[config.mk]
export PLATFORM = sky130hd
export DESIGN_NAME = dmem_arbiter
export DESIGN_NICKNAME = d
export VERILOG_FILES = /design/src/rtl/dmem_arbiter.sv
export SDC_FILE = /design/constraint.sdc
export NUM_CORES = 1
export LEC_CHECK = 0
export CAP_MARGIN = 10
export CORE_MARGIN = 8
export CORE_UTILIZATION = 35
export CTS_BUF_LIST = sky130_fd_sc_hd__clkbuf_8
export DETAILED_ROUTE_END_ITERATION = 10
export PLACE_DENSITY = 0.79
export SLEW_MARGIN = 20
export SYNTH_ARGS = -nofsm -noshare
export SYNTH_HDL_FRONTEND = slang
export SYNTH_SLANG_ARGS = --single-unit
[constraint.sdc]
create_clock -name CLK -period 1.6 [get_ports CLK]
set_input_delay 0.48 -clock CLK [delete_from_list [all_inputs] [get_ports CLK]]
set_output_delay 0.48 -clock CLK [all_outputs]
set_load 0.02 [all_outputs]
[src/rtl/dmem_arbiter.sv]
// Two-port (CPU A / DMA B) data-memory arbiter with round-robin tie break and bounded bursts; grant 1 cycle after req, rdata/rvalid 1 cycle after a read ack.
// Backpressure: a requester holds req until ack; the loser of a tie or a burst-limited port simply waits.
module dmem_arbiter #(
    parameter int ADDR_W    = 6,
    parameter int DATA_W    = 32,
    parameter int BURST_MAX = 4
) (
    input  logic              CLK,
    input  logic              reset,
    input  logic              req_a,
    input  logic              req_b,
    input  logic              we_a,
    input  logic              we_b,
    input  logic [ADDR_W-1:0] addr_a,
    input  logic [ADDR_W-1:0] addr_b,
    input  logic [DATA_W-1:0] wdata_a,
    input  logic [DATA_W-1:0] wdata_b,
    output logic              ack_a,
    output logic              ack_b,
    output logic [DATA_W-1:0] rdata_a,
    output logic [DATA_W-1:0] rdata_b,
    output logic              rvalid_a,
    output logic              rvalid_b,
    output logic [ADDR_W-1:0] mem_addr,
    output logic              mem_MW,
    output logic [DATA_W-1:0] mem_data_in,
    input  logic [DATA_W-1:0] mem_out
);

    typedef enum logic [1:0] {
        IDLE  = 2'd0,
        GNT_A = 2'd1,
        GNT_B = 2'd2
    } state_t;

    state_t     state;
    state_t     state_nxt;
    logic [3:0] burst_cnt;
    logic [3:0] burst_nxt;
    logic       last_b;
    logic       burst_room;
    logic [3:0] burst_inc;

    // Outputs depend on req only inside a registered grant, so reset forcing IDLE clears them at once.
    always_comb begin
        ack_a       = 1'b0;
        ack_b       = 1'b0;
        mem_addr    = '0;
        mem_data_in = '0;
        mem_MW      = 1'b0;
        case (state)
            GNT_A: begin
                ack_a       = req_a;
                mem_addr    = addr_a;
                mem_data_in = wdata_a;
                mem_MW      = req_a & we_a;
            end
            GNT_B: begin
                ack_b       = req_b;
                mem_addr    = addr_b;
                mem_data_in = wdata_b;
                mem_MW      = req_b & we_b;
            end
            default: ;
        endcase
    end

    assign burst_room = ({1'b0, burst_cnt} + 5'd1) < 5'(BURST_MAX);
    // Saturate so a long uncontended run cannot wrap and hand out a fresh burst.
    assign burst_inc  = (burst_cnt == 4'hF) ? burst_cnt : burst_cnt + 4'd1;

    always_comb begin
        state_nxt = state;
        burst_nxt = burst_cnt;
        case (state)
            IDLE: begin
                burst_nxt = 4'd0;
                if (req_a && (!req_b || last_b))
                    state_nxt = GNT_A;
                else if (req_b)
                    state_nxt = GNT_B;
            end
            GNT_A: begin
                if (req_a) begin
                    if (!req_b || burst_room) begin
                        burst_nxt = burst_inc;
                    end else begin
                        state_nxt = GNT_B;
                        burst_nxt = 4'd0;
                    end
                end else begin
                    state_nxt = req_b ? GNT_B : IDLE;
                    burst_nxt = 4'd0;
                end
            end
            GNT_B: begin
                if (req_b) begin
                    if (!req_a || burst_room) begin
                        burst_nxt = burst_inc;
                    end else begin
                        state_nxt = GNT_A;
                        burst_nxt = 4'd0;
                    end
                end else begin
                    state_nxt = req_a ? GNT_A : IDLE;
                    burst_nxt = 4'd0;
                end
            end
            default: begin
                state_nxt = IDLE;
                burst_nxt = 4'd0;
            end
        endcase
    end

    always_ff @(posedge CLK or negedge reset) begin
        if (!reset) begin
            state     <= IDLE;
            burst_cnt <= 4'd0;
            last_b    <= 1'b1;
        end else begin
            state     <= state_nxt;
            burst_cnt <= burst_nxt;
            if (ack_a)
                last_b <= 1'b0;
            else if (ack_b)
                last_b <= 1'b1;
        end
    end

    always_ff @(posedge CLK or negedge reset) begin
        if (!reset) begin
            rdata_a  <= '0;
            rdata_b  <= '0;
            rvalid_a <= 1'b0;
            rvalid_b <= 1'b0;
        end else begin
            rvalid_a <= ack_a & ~we_a;
            rvalid_b <= ack_b & ~we_b;
            if (ack_a && !we_a)
                rdata_a <= mem_out;
            if (ack_b && !we_b)
                rdata_b <= mem_out;
        end
    end

endmodule

### After elaboration in Yosys (flattened, before gate mapping)

Cells that the tools add are included.

* $add $sub $neg: 2
* magnitude comparators: 1
* equal/unequal tests: 6
* muxes and demuxes: 22
* bitwise operators: 6
* reductions and logical operators: 13

Operators by type and width (number)
* 32-bit one-hot mux with 2 select lines: 1
* 4-bit 2-to-1 mux: 5
* 2-bit 2-to-1 mux: 7
* 6-bit one-hot mux with 2 select lines: 1
* 3-bit inequality test, second input constant: 3
* 4-bit one-hot mux with 2 select lines: 1
* 2-bit one-hot mux with 3 select lines: 1
* 4-bit by 1-bit adder with 5-bit output, second input constant: 1
* 5-bit by 3-bit < comparator with 1-bit output, second input constant: 1
* 1-bit 2-to-1 mux: 5
* 4-bit by 1-bit adder with 4-bit output, second input constant: 1
* 1-bit AND: 4
* 4-bit equality test, second input constant: 1
* 1-bit zero test: 4
* 1-bit logical AND: 3
* 1-bit logical OR: 3
* 3-bit AND reduction: 1
* 2-bit by 1-bit equality test with 1-bit output, second input constant: 1
* 2-bit equality test, second input constant: 1
* 2-bit zero test: 1
* 1-bit inverter: 2
* 1-bit one-hot mux with 2 select lines: 1
* 2-bit nonzero test: 1

* register bits after elaboration: 73
* bits of input ports: 114
* output and inout bits: 107

### Depth between registers and ports, before layout

Gate-level depths: netlist of the first run.

* word-level depth: 6
* gate-level depth with buffers: 10
* gate-level depth less buffers: 8

### Worst setup path after synthesis of the first run

No wires, ideal clock.

* kind: reg2out
* start point: register state[1]
* end point: output port mem_addr[2]
* data arrival time: 1502 ps
* setup slack: -382 ps
* stages on the path, launching flop included: 8
* path buffers: 3
* path through: dfrtp_1 inv_1 ha_1 buf_2 buf_2 buf_2 a22oi_1 nor2b_1

* cells in the longest elaborated chain, start to end: 2
* elaborated cells on any way between the ends: 3
* those cells by class: 2 x eq/ne; 1 x mux

RTL lines
* start, declared: line 36 `state_t state;`
* start signal, assigned: line 122 `state <= state_nxt;`
* 2-bit equality test or 2-bit by 1-bit equality test with 1-bit output (tied branches): line 51 `case (state)`
* 6-bit one-hot mux with 2 select lines *: line 51
* end, declared: line 24 `output logic [ADDR_W-1:0] mem_addr,`

Every way passes the cells marked *; elsewhere a longest branch is shown, timed or not.

### Final worst setup path of the first run

* start point: register state[1]
* end point: output port mem_data_in[29]

* cells in the longest elaborated chain, start to end: 2
* elaborated cells on any way between the ends: 3
* those cells by class: 2 x eq/ne; 1 x mux

RTL lines
* 2-bit equality test or 2-bit by 1-bit equality test with 1-bit output (tied branches): line 51
* 32-bit one-hot mux with 2 select lines *: line 51
* end, declared: line 26 `output logic [DATA_W-1:0] mem_data_in,`

Marks and branches as above.

==> key figures, run 1 <==
STA
  – Max-slew violation count: 0
  – RSZ-0062 raised after global routing: true
  – Final Hold Viols: 0
  – Fin crit share: 139%
  – Final min period: 2.22 ns
  – FMAX: 0.451 GHz
  – Clock skew: 0.0177 ns
  – Setup ws final: -0.617 ns
  – Slew headroom: 73.3%
  – Final setup fails: 112
  – Worst-margin pin slew: 0.400 ns

Final layout
  – Fillers: 581
  – Ant. Diodes: 0
  – Nets: 800
  – Fin cells: 822
  – Final instance area: 8070 um2
  – Most frequent cells in the layout: clkdlybuf4s50_1 (111), nand2_1 (95), dfrtp_1 (72), nand2_2 (61), buf_6 (56)
  – Area grow syn2layout: 122%
  – Share of layout cells above drive strength 1: 48.7%
  – Multi-input logic area: 2680 um2
  – FF+latch area: 1830 um2
  – Most common cell after layout, fill and taps aside: clkdlybuf4s50_1

Power
  – Pleak: 3.86 nW
  – Pwr/cell area: 1950 nW/um2
  – Tot Pwr: 15.7 mW
  – Max VDD drop: 0.00121 V

Floorplanning
  – Die height: 118 um
  – Core Area: 10200 um2
  – Die width: 118 um
  – # IOs: 221
  – Die area: 13900 um2
  – Starting Density: 35.7%
  – Row count: 37

GRT
  – Met1 usage: 26.6%
  – GRT Residual Overflow: 0
  – First-pass GRT wire length: 26.4 mm
  – Largest net degree at the start of global routing: 34
  – Vias in the first global route: 4661
  – GR Util met2: 41.6%
  – Initial antenna violation count: 0
  – Total GRT Usage: 23.6%
  – Gr busiest metal: met2
  – Met3 Track Usage GR: 6.81%

Clock network
  – CTS H-tree depth: 3
  – Clock root buffer: clkbuf_8
  – TritonCTS Buffers: 9
  – Sink Count: 73
  – Hold-fix buffers, CTS: 0
  – TritonCTS clock tree: yes
  – Clk slew on worst S/H paths: 0.09 ns
  – Max clock buf depth: 2
  – Clk Latency, worst-skew pair: 0.34 ns

Logic synthesis
  – Complex-gate fraction of the synthesized area: 10.5%
  – Post-synth top area share: 49.6%
  – Post-synthesis async set-or-reset flop share: 100%
  – Synth Net Count: 539
  – Mapped Cells: 420
  – Top cells by area, synth: dfrtp_1 (50%), nand2_1 (20%), a22oi_1 (8.1%), nor2b_1 (6.9%), buf_6 (2.5%)
  – Yosys reg bits: 73
  – Largest family of logic cells by synthesized area: simple AND/OR/NAND/NOR gates
  – Synth Flop Type: dfrtp_1
  – Simple-gate share of the synthesized area: 30.3%
  – Post-synthesis xor/xnor area fraction: 0.241%
  – Dominant cell type by area after synthesis: dfrtp_1
  – Register area share after synthesis: 50.3%
  – Syn Area/Cell: 8.65 um2
  – Mux cell area share after synthesis: 1.17%
  – Syn Std Cell Area: 3630 um2
  – Post-synth EDFFs: 0
  – Warnings, synthesis: 0
  – Yosys cell types: 36
  – Post-Synth Adder-Cell Area: 1.72%

Worst setup path
  – Critical path class: reg -> out
  – Worst Path Max Fanout: 5
  – Worst path required time: 1.12 ns
  – Worst setup SP type: flip-flop
  – R2R Path Start: state[1]$_DFFE_PN0P_
  – Critical Path Sink Type: primary output
  – CP startpoint: state[1]$_DFFE_PN0P_
  – WP data arrival: 1.74 ns

Detailed routing
  – Antenna-violating nets left: 0
  – Drt first pass iters: 4
  – Final Routed Wirelength: 17.8 mm
  – Remaining DRCs: 0
  – Initial DRC Count: 187
  – Vias per std cell: 5.09
  – Per-cell routed wire length: 21.6 um
  – Vias: 4187

Place
  – Port Buffer Count: 220
  – Routability cong.: 0.811
  – HPWL after DPL: 10.7 mm
  – Placement Cell Area: 6560 um2
  – Placed insts: 775

Run status
  – Failing checks: negative setup slack
  – Status: finished, violations left

Min path
  – Hold WC Path Type: in -> async

Job
  – Max-cap violations: 0
## registers in the layout, summed over array words and instances (netlist names)
| signal | cells |
|---|---|
| rdata_a | 32 |
| rdata_b | 32 |
| burst_cnt | 4 |
| state | 2 |
| last_b | 1 |
| rvalid_a | 1 |
| rvalid_b | 1 |
## final timing paths
kind / endpoint / slack, ns / depth (start not counted)
max: mem_data_in[29] / -0.62 / 6
max in group asynchronous: last_b$_DFFE_PN1P_ / 0.98 / 2
min in group CLK: rdata_b[23]$_DFFE_PN0P_ / 0.48 / 2
max reg2reg: state[0]$_DFFE_PN0P_ / -0.23 / 8
min reg2reg: rdata_b[23]$_DFFE_PN0P_ / 0.48 / 2
min: rdata_a[17]$_DFFE_PN0P_ / 0.05 / 1
## per-stage QoR
step / worst slack, ns / hold slack (ns) / TNS, ns / util (%)
after floorplan: -0.110 / 0.184 / -3.18 / -
after global placement: -0.787 / 0.417 / -52.96 / 64.4
after detailed placement: -0.860 / 0.427 / -55.00 / 64.4
after CTS: -0.632 / 0.0399 / -28.44 / 73.9
after global routing: -0.676 / 0.0576 / -37.76 / 79.3
final: -0.617 / 0.0462 / -30.50 / 79.3
## layout make-up
type	instances	share of cell area (%)
clock buffers	9	1.53
clock inverters	7	0.573
inverters	6	0.852
multi-input cells	313	33.2
flip-flops and latches	73	22.6
well taps	136	2.11
repair buffers	276	38.5
repair inverters	2	0.573
## worst max-delay path, cell delays in order, from the launching register on
cell,delay [ns]
dfrtp_1,0.40
buf_6,0.13
ha_4,0.19
bufbuf_16,0.28
a22oi_2,0.21
nor2b_4,0.06
buf_6,0.13
## synthesized netlist by cell type, drive strengths merged, types with 2 or more instances
library cell    n
nand2b          2
a21oi           6
nor3b           4
nand2         197
ha              5
buf            20
a22oi          39
dfrtp          72
inv             5
o21ai           3
clkbuf          8
mux2i           2
mux2            2
nor2b          40
or2             2
o22ai           2
## power breakdown
part	internal, mW	switching [mW]
Combinational	5.74	5.36
Clock	0.560	0.733
Sequential	2.69	0.639
## layer usage
layer,vias to the layer above,wire length (um)
li1,1887,-
met1,2080,6790
met2,181,9180
met3,39,1260
met4,0,550
met5,-,0
## cell families (layout without fill, tap and decap cells)
| group | Yosys count | in the layout |
|---|---|---|
| and+or+nand+nor | 251 | 251 |
| DFF | 73 | 73 |
| AOI/OAI and AO/OA | 52 | 52 |
| buffers and inverters | 34 | 300 |
| adders and majority gates | 5 | 5 |
| muxes | 4 | 4 |
| xor gates and xnor gates | 1 | 1 |
## what timing repair did
action	4_1_cts	5_1_grt
resized for setup	407	176
buffers inserted	15	8
pin swaps	43	109
setup endpoints to repair	179	121
gates cloned	14	5
(Power assumes the default switching activity.)
==> run 2: changes to the inputs <==
--- a/config.mk
+++ b/config.mk
@@ -7,10 +7,10 @@
 export LEC_CHECK = 0
 export CAP_MARGIN = 10
 export CORE_MARGIN = 8
-export CORE_UTILIZATION = 35
+export CORE_UTILIZATION = 39
 export CTS_BUF_LIST = sky130_fd_sc_hd__clkbuf_8
 export DETAILED_ROUTE_END_ITERATION = 10
-export PLACE_DENSITY = 0.79
+export PLACE_DENSITY = 0.84
 export SLEW_MARGIN = 20
 export SYNTH_ARGS = -nofsm -noshare
 export SYNTH_HDL_FRONTEND = slang
==> constraint.sdc (replaced) <==
create_clock -name CLK -period 2.35 [get_ports CLK]
set_input_delay 0.705 -clock CLK [delete_from_list [all_inputs] [get_ports CLK]]
set_output_delay 0.705 -clock CLK [all_outputs]
set_load 0.02 [all_outputs]
==> run 2 against run 1 <==
Net effect:
- the flow still finishes with violations (negative setup slack)
- non-clock buffer count decreased by 18
- wire length decreased by 19%
- first-iteration DRC count is 7.0% higher
- design area is 17% lower
- register-to-register slack better by 0.67 ns
==> key figures, run 2 (synthesis results as in run 1) <==
Place
  – Placed insts: 749 (-3.4%)
  – Port Buffer Count: 220 (unchanged)
  – HPWL after DPL: 10.5 mm (-1.5%)
  – Placement Cell Area: 6070 um2 (-7.5%)
  – Routability cong.: 0.815 (+0.52%)

Power
  – Max VDD drop: 0.000761 V (-37%)
  – Tot Pwr: 8.87 mW (-44%)
  – Pwr/cell area: 1330 nW/um2 (-32%)
  – Pleak: 3.04 nW (-21%)

Floorplanning
  – Die width: 113 um (-4.6%)
  – # IOs: 221 (unchanged)
  – Core Area: 9150 um2 (-10%)
  – Die area: 12700 um2 (-8.9%)
  – Die height: 113 um (-4.6%)
  – Starting Density: 39.7% (+4.0 points)
  – Row count: 35 (-5.4%)

Worst setup path
  – WP data arrival: 1.75 ns (about the same)
  – Crit Reg-Reg Endpoint: rdata_b[23]$_DFFE_PN0P_
  – Worst path slowest cell: dfrtp_1
  – Worst setup SP type: flip-flop
  – Worst Path Max Fanout: 9 (+4)
  – R2R cell count: 10 (+2)
  – R2r setup slk: 0.44 ns (+0.67 ns)
  – Worst path required time: 1.64 ns (+0.52 ns)
  – R2R Path Start: state[0]$_DFFE_PN0P_
  – CP peak stage delay: 0.41 ns (about the same)
  – Critical Path Sink Type: primary output
  – Critical path class: reg -> out
  – CP cell instances: inv_2 -> ha_4 -> buf_12 -> buf_12 -> a22oi_2 -> nor2b_1 -> buf_4
  – CP dominant cell by count: buf_12

Detailed routing
  – Initial DRC Count: 200 (+7.0%)
  – Final Routed Wirelength: 14.4 mm (-19%)
  – Drt first pass iters: 4 (unchanged)
  – Per-cell routed wire length: 18.5 um (-14%)
  – Remaining DRCs: 0 (unchanged)
  – Antenna-violating nets left: 0 (unchanged)
  – Vias per std cell: 5.01 (-1.7%)
  – Vias: 3895 (-7.0%)

STA
  – RSZ-0062 raised after global routing: true
  – Max-slew violation count: 0 (unchanged)
  – Worst-margin pin slew: 0.459 ns (+0.0586 ns)
  – Fin crit share: 104%
  – Final Hold Viols: 0 (unchanged)
  – Setup TNS: -2.37 ns (+28.13 ns)
  – Slew headroom: 69.4% (-3.9 points)
  – FMAX: 0.408 GHz
  – Clock skew: 0.00961 ns (-0.00811 ns)
  – Final setup fails: 33 (-71%)
  – Final min period: 2.45 ns
  – Setup ws final: -0.102 ns (+0.515 ns)

Final layout
  – Largest registers: rdata_a (32), rdata_b (32), burst_cnt (4)
  – Final instance area: 6670 um2 (-17%)
  – Area grow syn2layout: 83.5%
  – Utilization after layout: 72.9% (-6.4 points)
  – Most frequent cells in the layout: nand2_1 (195), clkdlybuf4s50_1 (176), dfrtp_1 (72), buf_4 (56), a22oi_2 (39)
  – Nets: 780 (-2.5%)
  – Fin cells: 778 (-5.4%)
  – Most common cell after layout, fill and taps aside: nand2_1
  – Share of layout cells above drive strength 1: 23.3% (-25 points)

Clock network
  – Hold-fix buffers, CTS: 0 (unchanged)
  – CTS H-tree depth: 3 (unchanged)
  – Clock root buffer: clkbuf_8
  – Clk slew on worst S/H paths: 0.08 ns (about the same)
  – TritonCTS Buffers: 9 (unchanged)
  – TritonCTS clock tree: yes
  – Max clock buf depth: 2 (unchanged)
  – Sink Count: 73 (unchanged)
  – Clk Latency, worst-skew pair: 0.34 ns (about the same)

GRT
  – GRT Residual Overflow: 0 (unchanged)
  – First-pass GRT wire length: 21.4 mm (-19%)
  – Largest net degree at the start of global routing: 40 (+18%)
  – Initial antenna violation count: 1 (+1)
  – Vias in the first global route: 4151 (-11%)
  – Total GRT Usage: 21.5% (-2.2 points)

Run status
  – Status: finished, violations left
  – Failing checks: negative setup slack

Job
  – Max-cap violations: 0 (unchanged)

Min path
  – Hold WC Path Type: in -> async
## run 2: changes by cell type in the layout (fill, tap and decap cells not counted), sizes merged, moves of 5 or more
| cell | previous run | this run |
|---|---|---|
| buf | 93 | 76 |
| clkbuf | 24 | 13 |
| dlygate4sd2 | 45 | 1 |
| clkdlybuf4s50 | 111 | 176 |
| clkdlybuf4s15 | 11 | 0 |
| clkinv | 7 | 2 |
## run 2: final cells by class
cell class	count	area [um2]
repair buffers	258	2630
fillers	596	2480
multi-input cells	313	1850
flip-flops and latches	73	1830
well taps	111	139
clock buffers	9	124
clock inverters	7	70.1
inverters	6	32.5
diodes	1	2.50
## run 2: power breakdown
group	internal, mW	leakage [nW]	switching [mW]
registers	1.83	0.919	0.328
logic	2.91	2.03	2.85
clock network	0.488	0.0931	0.472
total	5.23	3.04	3.65
## run 2: worst max-delay path, delay by kind of cell, from the launching register on
kind | cells | cell delay [ns]
AND/OR/NAND/NOR | 1 | 0.15
AO/OA/AOI/OAI | 1 | 0.07
adder cells (fa/ha/maj) | 1 | 0.21
flip-flops | 1 | 0.41
buffers and inverters | 4 | 0.56
## run 2: worst max path at each step
stage | start | to | slack [ns] | cells past startpoint
2_1_floorplan | state[1]$_DFFE_PN0P_ | mem_addr[2] | 0.14 | 7
3_3_place_gp | req_b | mem_MW | -0.56 | 6
3_5_place_dp | req_b | mem_MW | -0.56 | 6
4_1_cts | state[1]$_DFFE_PN0P_ | mem_data_in[20] | -0.1 | 7
5_1_grt | state[1]$_DFFE_PN0P_ | mem_data_in[0] | -0.18 | 7
6_report | state[0]$_DFFE_PN0P_ | mem_data_in[6] | -0.10 | 7
## run 2: through the flow
stage	hold WS [ns]	worst slack (ns)
after CTS	0.301	-0.0996
after global routing	0.320	-0.176
after floorplan	0.409	0.143
after detailed placement	0.463	-0.565
final	0.305	-0.102
after global placement	0.457	-0.557
## run 2: timing repair
| item | CTS | global route |
|---|---|---|
| setup buffers | 2 | 3 |
| endpoints found under the setup margin | 41 | 41 |
| gates cloned | 3 | 4 |
| gates resized for setup | 239 | 25 |
| pin swaps | 2 | 9 |
## run 2: layer usage
metal | track usage [%] | wire length [um]
met4 | 8.36 | 357
met5 | 0 | 0
met1 | 21.1 | 5070
met3 | 8.91 | 1390
met2 | 39.1 | 7610
